File: src/rtl/rom_arb_pkg.sv
// Shared types and helpers for the ROM access arbiter.
package rom_arb_pkg;

  typedef enum logic [1:0] {IDLE, ISSUE, CAPT, ACK} arb_state_t;

  localparam int ARB_LAT = 3;

  function automatic logic [2:0] onehot2idx(input logic [7:0] oh);
    logic [2:0] idx;
    idx = '0;
    for (int i = 0; i < 8; i++) begin
      if (oh[i]) idx = idx | 3'(i);
    end
    return idx;
  endfunction

endpackage

File: src/rtl/rom_arb_pick.sv
// Combinational requester selection: fixed priority, or round-robin from ptr
// when ROM_ARB_RR_EN is defined.
module rom_arb_pick
  import rom_arb_pkg::*;
#(
  parameter int NR = 2,
  parameter int IW = 1
) (
  input  logic [NR-1:0] req,
  input  logic [IW-1:0] ptr,
  output logic [IW-1:0] gnt_idx,
  output logic          gnt_valid
);

  logic [7:0] rot;
  logic [7:0] iso;
  logic [2:0] off;

`ifdef ROM_ARB_RR_EN
  logic [3:0] sum;

  // Rotate so the pointer index sits at bit 0, pick lowest, rotate back.
  always_comb begin
    int j;
    rot = '0;
    for (int i = 0; i < NR; i++) begin
      j = i + int'(ptr);
      if (j >= NR) j = j - NR;
      rot[i] = req[j];
    end
    iso = rot & (~rot + 8'd1);
    off = onehot2idx(iso);
    sum = 4'(off) + 4'(ptr);
    if (sum >= 4'(NR)) sum = sum - 4'(NR);
    gnt_idx = IW'(sum);
  end
`else
  logic unused_ptr;
  assign unused_ptr = ^ptr;

  always_comb begin
    rot = 8'(req);
    iso = rot & (~rot + 8'd1);
    off = onehot2idx(iso);
    gnt_idx = IW'(off);
  end
`endif

  assign gnt_valid = |req;

endmodule

File: src/rtl/rom_access_arbiter.sv
// Shares one registered-read ROM port between NR req/ack requesters.
// Define ROM_ARB_RR_EN for round-robin arbitration; default is fixed priority.
module rom_access_arbiter
  import rom_arb_pkg::*;
#(
  parameter int DW = 8,
  parameter int AW = 14,
  parameter int NR = 2
) (
  input  logic             clock,
  input  logic             reset,
  input  logic [NR-1:0]    req,
  input  logic [NR*AW-1:0] addr,
  output logic [NR-1:0]    ack,
  output logic [DW-1:0]    rdata,
  output logic             rom_ce,
  output logic [AW-1:0]    rom_a,
  input  logic [DW-1:0]    rom_d,
  output logic             busy
);

  localparam int IW = $clog2(NR);

  arb_state_t    state;
  logic [IW-1:0] grant;
  logic [IW-1:0] ptr;
  logic [IW-1:0] gnt_idx;
  logic          gnt_valid;
  logic [AW-1:0] addr_sel;

`ifdef ROM_ARB_RR_EN
  logic [IW-1:0] ptr_q;
  assign ptr = ptr_q;
`else
  assign ptr = '0;
`endif

  rom_arb_pick #(.NR(NR), .IW(IW)) u_pick (
    .req       (req),
    .ptr       (ptr),
    .gnt_idx   (gnt_idx),
    .gnt_valid (gnt_valid)
  );

  always_comb begin
    addr_sel = '0;
    for (int i = 0; i < NR; i++) begin
      if (gnt_idx == IW'(i)) addr_sel = addr[i*AW +: AW];
    end
  end

  // Fixed 4-cycle transaction; an abandoned read still walks through ACK.
  always_ff @(posedge clock) begin
    if (reset) begin
      state  <= IDLE;
      grant  <= '0;
      ack    <= '0;
      rdata  <= '0;
      rom_ce <= 1'b0;
      rom_a  <= '0;
      busy   <= 1'b0;
`ifdef ROM_ARB_RR_EN
      ptr_q  <= '0;
`endif
    end else begin
      case (state)
        IDLE: begin
          if (gnt_valid) begin
            grant  <= gnt_idx;
            rom_a  <= addr_sel;
            rom_ce <= 1'b1;
            busy   <= 1'b1;
            state  <= ISSUE;
          end
        end
        ISSUE: begin
          rom_ce <= 1'b0;
          state  <= CAPT;
        end
        CAPT: begin
          rdata <= rom_d;
          if (req[grant]) begin
            ack <= NR'(1) << grant;
`ifdef ROM_ARB_RR_EN
            ptr_q <= (grant == IW'(NR - 1)) ? '0 : grant + 1'b1;
`endif
          end
          state <= ACK;
        end
        ACK: begin
          ack   <= '0;
          busy  <= 1'b0;
          state <= IDLE;
        end
        default: state <= IDLE;
      endcase
    end
  end

endmodule

File: config.mk
export PLATFORM = sky130hd
export DESIGN_NAME = rom_access_arbiter
export DESIGN_NICKNAME = d
export VERILOG_FILES = /design/src/rtl/rom_arb_pkg.sv /design/src/rtl/rom_arb_pick.sv /design/src/rtl/rom_access_arbiter.sv
export SDC_FILE = /design/constraint.sdc
export NUM_CORES = 1
export LEC_CHECK = 0
export CORE_MARGIN = 5
export CORE_UTILIZATION = 38
export CTS_CLUSTER_DIAMETER = 30
export CTS_CLUSTER_SIZE = 25
export DETAILED_ROUTE_END_ITERATION = 8
export GPL_ROUTABILITY_DRIVEN = 0
export MAX_ROUTING_LAYER = met4
export PLACE_DENSITY = 0.76
export SETUP_SLACK_MARGIN = 0.4
export SLEW_MARGIN = 20
export SYNTH_ARGS = -nofsm -noshare
export SYNTH_HDL_FRONTEND = slang
export SYNTH_SLANG_ARGS = --single-unit
File: constraint.sdc
create_clock -name clock -period 1.9 [get_ports clock]
set_input_delay 0.57 -clock clock [delete_from_list [all_inputs] [get_ports clock]]
set_output_delay 0.57 -clock clock [all_outputs]
set_load 0.02 [all_outputs]
# == After elaboration in Yosys (flattened, before gate mapping) ==
# Index checks and enable logic that the tools add are counted.
# word_totals
word_cells,40
reg_bits,29
output_inout_bits,26
in_bits,40
mem_count,0
ramBits,0
latchBits,0
mem_bits_ro,0
# op_classes
shifts,1
n_bitwise,2
eq_ne,5
muxes,14
n_addsub,1
n_div,0
reduce_logical,9
n_lt_le_gt_ge,1
multipliers,0
# op_table
op,count
14-bit 2-to-1 mux,1
"8-bit by 1-bit adder with 8-bit output, second input constant",1
2-bit by 8-bit bitwise AND with 8-bit output,1
2-bit NOT with 8-bit output,1
2-bit one-hot mux with 4 select lines,1
2-bit AND reduction,4
1-bit 2-to-1 mux,7
2-bit nonzero test,3
"2-bit equality test, second input constant",2
2-bit 2-to-1 mux,2
"2-bit inequality test, second input constant",2
1-bit one-hot mux with 2 select lines,2
2-bit one-hot mux with 2 select lines,1
"2-bit by 1-bit equality test with 1-bit output, second input constant",1
2-bit zero test,1
"1-bit by 2-bit < comparator with 1-bit output, second input constant",1
2-bit OR reduction,1
"1-bit by 1-bit << shifter with 2-bit output, first input constant",1

# == Depth between registers and ports, before layout ==
# Gate-level depths: netlist of run 1.
# logic_depth
ltp_word,8
mapped_depth,7

# == Hierarchy ==
# A second synthesis of run 1 with hierarchy kept.
# hier_totals
cells_unflattened,136
area_unflattened_um2,1442.6
# by_module_without_submodules
module,instances,cells_each,area_each_um2,seq_area_each_um2
rom_access_arbiter,1,134,1430.1,580.6
rom_arb_pick,1,2,12.5,0.0

# == Worst setup path after synthesis of run 1 ==
# OpenSTA, ideal clock, no wires.
# synth_timing
path_type,register to register
startpoint,register state[0]
endpoint,register busy
arrival_ns,1.341
path_slack_ns,0.429
period_less_slack_ns,1.471
path_stages_with_launch,7
cell_sequence,dfxtp_1 > inv_1 > ha_1 > or3b_1 > buf_6 > a21oi_1 > a311oi_2
# synth_via
elab_chain_cells,3
elab_cells_between_ends,6
# synth_rtl
element,line_no,rtl
start: declaration,rom_access_arbiter.sv:24,arb_state_t state;
start signal: assignment,rom_access_arbiter.sv:55,state <= IDLE;
start signal: assignment,rom_access_arbiter.sv:73,state <= ISSUE;
start signal: assignment,rom_access_arbiter.sv:78,state <= CAPT;
2-bit equality test or 2-bit zero test (tied branches),rom_access_arbiter.sv:66,case (state)
2-bit nonzero test (no line) or 2-bit inequality test (tied branches),n/a,
2-bit AND reduction (no line),n/a,
end signal: assignment,rom_access_arbiter.sv:61,busy <= 1'b0;
end signal: assignment,rom_access_arbiter.sv:72,busy <= 1'b1;
end signal: assignment,rom_access_arbiter.sv:92,busy <= 1'b0;
end: declaration,rom_access_arbiter.sv:19,output logic busy
# Parallel ways exist; a longest one is shown, timed or not.
# A chain may end at the register's enable or synchronous reset.

# == Worst setup path after layout of run 1 ==
# layout_timing
startpoint,input req[1]
endpoint,register rom_a[9]
# layout_via
elab_chain_cells,8
elab_cells_between_ends,10
# layout_rtl
element,line_no,rtl
start: declaration,rom_access_arbiter.sv:12,"input logic [NR-1:0] req,"
2-bit NOT with 8-bit output,rom_arb_pick.sv:43,iso = rot & (~rot + 8'd1);
8-bit by 1-bit adder with 8-bit output,rom_arb_pick.sv:43,
2-bit by 8-bit bitwise AND with 8-bit output,rom_arb_pick.sv:43,
1-bit 2-to-1 mux (4 in a row),rom_arb_pkg.sv:12,if (oh[i]) idx = idx | 3'(i);
14-bit 2-to-1 mux,rom_access_arbiter.sv:48,if (gnt_idx == IW'(i)) addr_sel = addr[i*AW +: AW];
end signal: assignment,rom_access_arbiter.sv:70,rom_a <= addr_sel;
end: declaration,rom_access_arbiter.sv:17,"output logic [AW-1:0] rom_a,"
# Parallel ways exist; a longest one is shown, timed or not.

==> results of run 1 <==
through the flow:
stage	area, um^2	total power [mW]
floorplan	1330	1.81
global placement	2040	2.35
detailed placement	2040	2.41
CTS	2070	2.81
global route	2090	3.04
finish	2090	2.82
worst reg2reg max path, cell delays in order, from the launching register on:
cell,delay [ns]
dfxtp_2,0.37
inv_2,0.09
ha_4,0.17
or3b_4,0.44
a311oi_2,0.25
cells by family after synthesis:
family	after synthesis	synth area share (%)
AND/OR/NAND/NOR	36	11.9
flip-flops	29	43.7
multiplexers	25	18.9
AO/OA/AOI/OAI	23	13.3
buffers and inverters	12	6.58
adder cells (fa/ha/maj)	6	5.64
worst min path at each step:
stage                           end  depth (start not counted)
after floorplan               grant                          2
after global placement     rdata[0]                          2
after detailed placement   rdata[1]                          2
after CTS                 rom_a[11]                          2
after global routing         ack[1]                          2
final                     rom_a[11]                          2
sequential cells by signal, indices dropped and copies added, names as in the netlist:
| register | cells |
|---|---|
| grant | 1 |
| rom_a | 14 |
| rdata | 8 |
| busy | 1 |
| rom_ce | 1 |
| state | 2 |
| ack | 2 |
metal layers:
metal / up-vias / track usage [%] / share of wire (%)
met5: - / - / 0
met4: 0 / 7.81 / 2.6
met3: 10 / 5.09 / 3.8
met2: 34 / 30.4 / 56
met1: 575 / 17.5 / 38
li1: 607 / - / -
layout make-up:
cell class | instances | area, um^2 | share of cell area (%)
Multi-Input combinational cell | 90 | 713 | 34.1
Inverter | 2 | 7.51 | 0.359
Tap cell | 46 | 57.6 | 2.75
Timing Repair Buffer | 74 | 673 | 32.2
Sequential cell | 29 | 586 | 28.0
Clock buffer | 5 | 37.5 | 1.79
Clock inverter | 3 | 17.5 | 0.837
cell usage in the layout, fill, tap and decap left out, types with 2 or more instances in the layout:
cell	synthesis	routed
a211oi_1	15	13
a211oi_2	0	2
a21oi_1	4	2
a21oi_2	0	2
a311oi_2	2	2
buf_12	1	2
buf_2	3	21
buf_4	2	10
bufbuf_16	0	2
clkbuf_4	0	5
clkdlybuf4s50_1	0	37
clkinv_2	0	2
dfxtp_1	29	25
dfxtp_2	0	4
dlygate4sd2_1	0	2
ha_1	6	5
inv_2	0	2
mux2i_1	24	23
nor2_1	26	26
nor3_1	2	2
or2_1	2	2
power by group through the flow:
stage                     Clock (mW)  Combinational (mW)  Sequential, mW
after floorplan                    0               0.654            1.16
after global placement             0                1.40           0.945
after detailed placement           0                1.45           0.960
after CTS                      0.386                1.48           0.948
after global routing           0.416                1.63           0.985
final                          0.370                1.49           0.954
repair_timing:
| action | 4_1_cts | 5_1_grt |
|---|---|---|
| resized for setup | 117 | 10 |
| pin swaps | 3 | 0 |
| cloned | 2 | 0 |
| setup endpoints to repair | 45 | 10 |
| hold buffers | 0 | 0 |
==> metrics.md, run 1 <==
| Metric | Value |
|---|---|
| Async S/R FF share, synth | `0%` |
| Dpl cells | `239` |
| R2R Path Start | `state[0]` |
| CP max FO | `14` |
| Clock power share | `13.1%` |
| GRT Residual Overflow | `0` |
| Crit path buffers/inverters | `3` |
| Synth area leaders | `dfxtp_1 44%, mux2i_1 18%, a211oi_1 8.5%, nor2_1 7.3%, ha_1 5.6%` |
| Crit share post-route | `77.8%` |
| Die ar. | `4780 um^2` |
| Synth warnings | `0` |
| Die Ht | `69.2 um` |
| Vias | `1226` |
| Internal power | `1.67 mW` |
| Register bit total from synthesis | `29` |
| Diodes inserted | `0` |
| Final setup viols | `0` |
| Max Cap Viol | `0` |
| CP max stage cell | `bufbuf_16` |
| Dpl hpwl | `2.73 mm` |
| Hold Crit Start | `rom_a[11]` |
| CP delay by family, top | `buffers and inverters` |
| Prevailing post-synth register cell | `dfxtp_1` |
| Clk Latency, worst-skew pair | `0.34 ns` |
| Pre-antenna DRT Iters | `4` |
| Number of post-CTS setup repair buffers | `0` |
| Std cell rows | `21` |
| Cell chain of the critical path | `dlygate4sd2_1 -> buf_4 -> o21a_4 -> bufbuf_16 -> a211oi_1` |
| Pre-CTS setup slack | `-0.0524 ns` |
| Proportion of layout cells with a drive suffix above 1 | `29.6%` |
| Clock root cell | `clkbuf_4` |
| Core area | `3360 um^2` |
| Crit. path cell count | `5` |
| Hold WC Path Type | `reg -> reg` |
| Worst Path Arrival | `1.73 ns` |
| IO Count | `66` |
| Cell Count, Final, Fillers Out | `249` |
| Peak supply drop | `0.641 mV` |
| Layout Nets | `248` |
| Pin count of the biggest net entering global routing | `16` |
| CTS sink cnt | `29` |
| Final Max Slew Viols | `0` |
| DRT antenna net count | `0` |
| Syn Area/Cell | `10.2 um^2` |
| Unrepaired setup endpoints after global routing | `yes` |
| Synthesized instance count | `131` |
| Port buffer count | `65` |
| Measured slew at the worst slew-check pin | `0.188 ns` |
| Fillers | `330` |
| Area growth from synthesis to layout | `57.3%` |
| Initial Util | `39.5%` |
| Synth area leader | `dfxtp_1` |
| Worst-path clk slew | `0.09 ns` |
| CTS max path bufs | `2` |
| Final worst slack | `0.422 ns` |
| Crit. End Element | `flip-flop` |
| CP endpoint | `rom_a[9]` |
| Switching Share | `40.5%` |
| GRT Util Overall | `17.2%` |
| CP peak stage delay | `0.28 ns` |
| WL/cell | `14.9 um` |
| CTS tree | `built` |
| Synth Cell Area | `1330 um^2` |
| Combinational share of power | `53.0%` |
| WL final | `3.72 mm` |
| Starting DRT DRC Count | `33` |
| Drt via density | `4.92` |
| Fmax | `677 MHz` |
| Worst r2r dst | `busy` |
| FF-to-FF path depth | `4` |
| Post-route minimum period | `1.48 ns` |
| Critical Path Source | `req[1]` |
| Post-synth top area share | `43.7%` |
| Cell with the most instances after synthesis | `dfxtp_1` |
| WP data required | `2.15 ns` |
| Status | `finished clean` |
| Hold WS | `0.502 ns` |
| Final hold violation count | `0` |
| H-tree levels | `2` |
| Setup Crit Path Kind | `in -> reg` |
| PwrDens | `1350 nW/um^2` |
| Crit start category | `primary input` |
| Vias in the first global route | `1313` |
| Synth unique cells | `25` |
| Post-synth top cells | `29 x dfxtp_1, 26 x nor2_1, 24 x mux2i_1` |
| Seq pwr share | `33.9%` |
| NetSw | `1.14 mW` |
| Initial antenna violation count | `0` |
| Total CTS buffers | `5` |
| R2R Setup Slk | `0.50 ns` |
| Relative slew slack | `87.1%` |
| Drt drc | `0` |
| EDFF count, synth | `0` |
| Core Util, Final | `62.2%` |
| Setup Skew | `0.0137 ns` |
| Leakage | `0.951 nW` |
| Die X | `69.2 um` |
| Sequential-to-total area share from yosys stat | `43.7%` |
| First-pass GRT wire length | `6.40 mm` |
| Setup TNS | `0 ns` |
| Syn Nets | `177` |
Note: power is estimated with default switching activity, not from simulation.
==> run 2, diff against run 1 <==
Clock period 1.9 ns to 1.4 ns, I/O delays scaled along.
==> metrics.md, run 2 (synthesis gave the netlist of run 1 again) <==
| Metric | Value |
|---|---|
| Most common cell after layout, fill and taps aside | `clkdlybuf4s50_1` |
| Measured slew at the worst slew-check pin | `0.232 ns (+0.0442 ns)` |
| H-tree levels | `2 (unchanged)` |
| Std cell rows | `21 (unchanged)` |
| Initial antenna violation count | `0 (unchanged)` |
| Combinational share of power | `63.5% (+10 points)` |
| Worst r2r dst | `ack[0]` |
| Leakage | `1.13 nW (+19%)` |
| Setup Crit Path Kind | `reg -> reg` |
| PwrDens | `1980 nW/um^2 (+47%)` |
| GRT Util Overall | `17.9% (+0.64 points)` |
| Port buffer count | `65 (unchanged)` |
| Crit share post-route | `94.7%` |
| NetSw | `2.00 mW (+76%)` |
| Most frequent cells in the layout | `37 x clkdlybuf4s50_1, 27 x buf_6, 26 x dfxtp_2` |
| Hold WC Path Type | `reg -> reg` |
| CTS sink cnt | `29 (unchanged)` |
| Internal power | `3.19 mW (+91%)` |
| Post-route minimum period | `1.33 ns` |
| Vias | `1348 (+10%)` |
| IO Count | `66 (unchanged)` |
| Hold WS | `0.509 ns (+0.00689 ns)` |
| DRT antenna net count | `0 (unchanged)` |
| Unrepaired setup endpoints after global routing | `yes` |
| Die ar. | `4780 um^2 (unchanged)` |
| R2R Setup Slk | `0.07 ns (-0.43 ns)` |
| Drt drc | `0 (unchanged)` |
| Final hold violation count | `0 (unchanged)` |
| Layout Nets | `272 (+9.7%)` |
| CTS max path bufs | `2 (unchanged)` |
| Clock root cell | `clkbuf_4` |
| Total CTS buffers | `5 (unchanged)` |
| CTS tree | `built` |
| Fmax | `754 MHz` |
| Pre-antenna DRT Iters | `4 (unchanged)` |
| Setup Skew | `0.00947 ns (-0.00427 ns)` |
| Hold Crit Start | `rdata[0]` |
| Worst Path Arrival | `1.56 ns (-0.17 ns)` |
| Switching Share | `38.5% (-2.0 points)` |
| Die X | `69.2 um (unchanged)` |
| Vias in the first global route | `1352 (+3.0%)` |
| Pre-CTS setup slack | `-0.418 ns (-0.366 ns)` |
| FF-to-FF path depth | `5 (+1)` |
| Pwr Total | `5.20 mW (+85%)` |
| R2R Path Start | `state[0]` |
| GRT Residual Overflow | `0 (unchanged)` |
| Top Registers | `rom_a x14, rdata x8` |
| Status | `finished clean` |
| Crit path buffers/inverters | `2 (-1)` |
| CP max stage cell | `dfxtp_4` |
| Clk Latency, worst-skew pair | `0.34 ns (about the same)` |
| Drt via density | `4.94 (+0.29%)` |
| Max Cap Viol | `0 (unchanged)` |
| Die Ht | `69.2 um (unchanged)` |
| CP peak stage delay | `0.37 ns (+0.09 ns)` |
| Pin count of the biggest net entering global routing | `15 (-1)` |
| CTS Hold Bufs | `0 (unchanged)` |
| Core area | `3360 um^2 (unchanged)` |
| Largest Register | `rom_a` |
| Final setup viols | `0 (unchanged)` |
| Cell chain of the critical path | `clkinv_4 -> buf_4 -> ha_4 -> a21oi_1 -> mux2_1` |
| Fillers | `225 (-32%)` |
| Worst-path clk slew | `0.10 ns (about the same)` |
| Crit. End Element | `flip-flop` |
| Dpl hpwl | `2.79 mm (+2.1%)` |
| WL/cell | `16.6 um (+11%)` |
| Peak supply drop | `1.50 mV (+130%)` |
| WP data required | `1.63 ns (-0.52 ns)` |
| Clock power share | `9.8% (-3.3 points)` |
| CP max FO | `5 (-9)` |
| Starting DRT DRC Count | `60 (+82%)` |
| Relative slew slack | `84.1% (-3.0 points)` |
| Initial Util | `39.5% (unchanged)` |
| Diodes inserted | `0 (unchanged)` |
| CP delay by family, top | `flip-flops` |
| Crit start category | `flip-flop` |
| Final worst slack | `0.0737 ns (-0.348 ns)` |
| Proportion of layout cells with a drive suffix above 1 | `59.0% (+29 points)` |
| Number of flip-flops in the largest register | `14 (unchanged)` |
| Final Max Slew Viols | `0 (unchanged)` |
| Seq pwr share | `26.8% (-7.1 points)` |
| Hold endpoint | `rdata[0]` |
| First-pass GRT wire length | `6.69 mm (+4.5%)` |
| WL final | `4.54 mm (+22%)` |
| Hold path cells | `2 (unchanged)` |
| Area growth from synthesis to layout | `96.8%` |
run 2: cell types whose count changed in the layout (fill, tap and decap cells not counted), moves of 11 or more:
cell / before / now
buf_4: 10 / 25
nor2_1: 26 / 13
buf_6: 0 / 27
dfxtp_2: 4 / 26
dfxtp_1: 25 / 2
a211oi_2: 2 / 13
nor2_2: 0 / 11
a211oi_1: 13 / 2
buf_2: 21 / 0
run 2: how the worst max path moves through the flow:
stage	start	endpoint	slack [ns]	cells after the start
floorplan	state[1]	busy	0.05	6
global placement	req[0]	busy	-0.38	4
detailed placement	req[0]	busy	-0.42	4
CTS	state[0]	rom_a[2]	0.09	7
global route	state[0]	ack[0]	0.03	5
finish	state[0]	ack[0]	0.07	5
run 2: final cells by class:
type	instances	area, um^2	area share [%]
Timing Repair Buffer	97	1020	39.1
Multi-Input combinational cell	91	852	32.6
Clock buffer	5	37.5	1.43
Sequential cell	29	617	23.6
Tap cell	46	57.6	2.20
Clock inverter	3	16.3	0.621
Inverter	2	12.5	0.478
run 2: power by group through the flow:
stage | Clock, mW | Sequential [mW] | Combinational (mW)
floorplan | 0 | 1.59 | 1.06
global placement | 0 | 1.28 | 2.08
detailed placement | 0 | 1.29 | 2.13
CTS | 0.524 | 1.37 | 2.74
global route | 0.556 | 1.42 | 3.50
finish | 0.507 | 1.39 | 3.30
run 2: what timing repair did:
action                     4_1_cts  5_1_grt
gates resized for setup        206       19
gates cloned                     3        2
setup endpoints to repair       55       55
pin swaps                       10        6
buffers inserted                 5       12
run 2: metal layers:
metal  track usage, %  vias to the layer above  wire length, um
met5                -                        -                0
met4             5.21                        0               36
met3             5.23                        4              220
met2             30.4                       46             2390
met1             20.3                      641             1890
li1                 -                      657                -
run 2: worst min-delay path, stage by stage, from the launching register on:
cell	delay (ns)
dfxtp_2	0.35
mux2i_1	0.06
nor2_1	0.07
run 2: metrics by stage:
| stage | util (%) | area, um^2 | setup TNS (ns) | instances |
|---|---|---|---|---|
| floorplan | - | 1400 | 0 | 131 |
| global placement | 62.6 | 2110 | -6.80 | 243 |
| detailed placement | 62.6 | 2110 | -7.34 | 243 |
| CTS | 71.8 | 2420 | 0 | 259 |
| global route | 77.8 | 2620 | 0 | 273 |
| finish | 77.8 | 2620 | 0 | 273 |
==> run 3, diff against run 2 <==
Settings changed: SKIP_CTS_REPAIR_TIMING from default to 1.
==> metrics.md, run 3 (synthesis gave the netlist of run 1 again) <==
| Metric | Value |
|---|---|
| Dpl cells | `243 (unchanged)` |
| Proportion of layout cells with a drive suffix above 1 | `53.0% (-6.0 points)` |
| Combinational share of power | `60.8% (-2.7 points)` |
| Measured slew at the worst slew-check pin | `0.304 ns (+0.0713 ns)` |
| WL/cell | `16.5 um (-0.50%)` |
| Die X | `69.2 um (unchanged)` |
| Initial Util | `39.5% (unchanged)` |
| Final Max Slew Viols | `0 (unchanged)` |
| Crit start category | `flip-flop` |
| Unrepaired setup endpoints after global routing | `yes` |
| Post-route minimum period | `1.32 ns (-0.00268 ns)` |
| Cell chain of the critical path | `buf_4 -> ha_4 -> nor2_4 -> a21oi_2 -> mux2_1` |
| Vias | `1306 (-3.1%)` |
| WL final | `4.32 mm (-4.9%)` |
| Hold Crit Start | `rom_a[7]` |
| Area growth from synthesis to layout | `86.6%` |
| CP peak stage delay | `0.37 ns (about the same)` |
| Std cell rows | `21 (unchanged)` |
| Clock root cell | `clkbuf_4` |
| Initial antenna violation count | `0 (unchanged)` |
| Pre-antenna DRT Iters | `4 (unchanged)` |
| Setup Crit Path Kind | `reg -> reg` |
| Worst r2r dst | `ack[0]` |
| WP data required | `1.62 ns (about the same)` |
| CTS tree | `built` |
| Seq pwr share | `28.8% (+2.0 points)` |
| Status | `finished clean` |
| Dpl hpwl | `2.79 mm (unchanged)` |
| NetSw | `1.90 mW (-4.9%)` |
| Crit share post-route | `94.5% (-0.19 points)` |
| H-tree levels | `2 (unchanged)` |
| Drt via density | `5.00 (+1.3%)` |
| GRT Residual Overflow | `0 (unchanged)` |
| Layout Nets | `260 (-4.4%)` |
| Final hold violation count | `0 (unchanged)` |
| Fmax | `755 MHz (+0.20%)` |
| Most common cell after layout, fill and taps aside | `clkdlybuf4s50_1` |
| Clock power share | `10.5% (+0.7 points)` |
| Port buffer count | `65 (unchanged)` |
| Relative slew slack | `79.7% (-4.3 points)` |
| Hold path cells | `2 (unchanged)` |
| R2R Path Start | `state[1]` |
| Setup TNS | `0 ns (unchanged)` |
| Starting DRT DRC Count | `41 (-32%)` |
| Largest Register | `rom_a` |
| Worst Path Arrival | `1.55 ns (about the same)` |
| Setup Skew | `0.00663 ns (-0.00284 ns)` |
| Fillers | `259 (+15%)` |
| Switching Share | `39.4% (+0.89 points)` |
| Die ar. | `4780 um^2 (unchanged)` |
| CP max stage cell | `dfxtp_2` |
| IO Count | `66 (unchanged)` |
| CTS max path bufs | `2 (unchanged)` |
| GRT Util Overall | `15.2% (-2.7 points)` |
| Vias in the first global route | `1208 (-11%)` |
| Top Registers | `rom_a x14, rdata x8` |
| Pin count of the biggest net entering global routing | `29 (+14)` |
| Peak supply drop | `1.63 mV (+8.8%)` |
| FF-to-FF path depth | `5 (unchanged)` |
| Core area | `3360 um^2 (unchanged)` |
| Die Ht | `69.2 um (unchanged)` |
| Max Cap Viol | `0 (unchanged)` |
| Leakage | `1.07 nW (-5.0%)` |
| Hold WC Path Type | `reg -> reg` |
| Most frequent cells in the layout | `37 x clkdlybuf4s50_1, 24 x mux2i_1, 23 x dfxtp_2, 23 x buf_6, 19 x nor2_1` |
| CP max FO | `5 (unchanged)` |
| PwrDens | `1950 nW/um^2 (-1.9%)` |
| Number of flip-flops in the largest register | `14 (unchanged)` |
| R2R Setup Slk | `0.08 ns (about the same)` |
| First-pass GRT wire length | `5.74 mm (-14%)` |
| Total CTS buffers | `5 (unchanged)` |
| Worst-path clk slew | `0.10 ns (about the same)` |
| Drt drc | `0 (unchanged)` |
| Hold endpoint | `rom_a[7]` |
| Clk Latency, worst-skew pair | `0.33 ns (about the same)` |
| DRT antenna net count | `0 (unchanged)` |
| Crit. End Element | `flip-flop` |
| Final setup viols | `0 (unchanged)` |
| Cell Count, Final, Fillers Out | `261 (-4.4%)` |
| CTS sink cnt | `29 (unchanged)` |
| Diodes inserted | `0 (unchanged)` |
| Internal power | `2.93 mW (-8.4%)` |
run 3: per-layer routing:
layer | vias up | share of wire, % | routed length [um] | global-route usage [%]
met4 | 0 | 0.86 | 37 | 3.25
met5 | - | 0 | 0 | -
met1 | 617 | 44 | 1880 | 18.0
li1 | 630 | - | - | -
met2 | 54 | 49 | 2130 | 24.3
met3 | 5 | 6.1 | 264 | 6.25
run 3: through the flow:
| stage | power [mW] | util (%) | worst slack [ns] | area [um^2] | hold WS, ns |
|---|---|---|---|---|---|
| final | 4.83 | 73.8 | 0.0764 | 2480 | 0.503 |
| after global routing | 5.11 | 73.8 | 0.0407 | 2480 | 0.499 |
| after CTS | 3.94 | 64.2 | -0.359 | 2160 | 0.499 |
| after detailed placement | 3.42 | 62.6 | -0.418 | 2110 | 0.486 |
| after global placement | 3.36 | 62.6 | -0.382 | 2110 | 0.471 |
| after floorplan | 2.65 | - | 0.0539 | 1400 | 0.509 |
run 3: final cells by class:
type | instances | area [um^2] | area share [%]
clock buffers | 5 | 37.5 | 1.51
repair buffers | 85 | 902 | 36.3
clock inverters | 3 | 16.3 | 0.655
flip-flops and latches | 29 | 613 | 24.7
well taps | 46 | 57.6 | 2.32
inverters | 2 | 12.5 | 0.504
multi-input cells | 91 | 843 | 34.0
run 3: power groups by stage:
| stage | Sequential [mW] | Combinational [mW] | Clock [mW] |
|---|---|---|---|
| floorplan | 1.59 | 1.06 | 0 |
| global placement | 1.28 | 2.08 | 0 |
| detailed placement | 1.29 | 2.13 | 0 |
| CTS | 1.28 | 2.14 | 0.524 |
| global route | 1.43 | 3.13 | 0.559 |
| finish | 1.39 | 2.94 | 0.506 |
run 3: worst max path at each step:
stage             start     end  slack (ns)  depth (start not counted)
2_1_floorplan  state[1]    busy        0.05                          6
3_3_place_gp     req[0]    busy       -0.38                          4
3_5_place_dp     req[0]    busy       -0.42                          4
4_1_cts          rom_ce  rom_ce       -0.36                          1
5_1_grt        state[1]  rom_ce        0.04                          5
6_report       state[1]  ack[0]        0.08                          5
run 3: critical path, delay by kind of cell (launching register included):
kind | cells | cell delay (ns)
simple gates | 1 | 0.05
mux | 1 | 0.33
flops | 1 | 0.37
buf+inv | 1 | 0.16
fa+ha+maj | 1 | 0.20
compound gates | 1 | 0.10
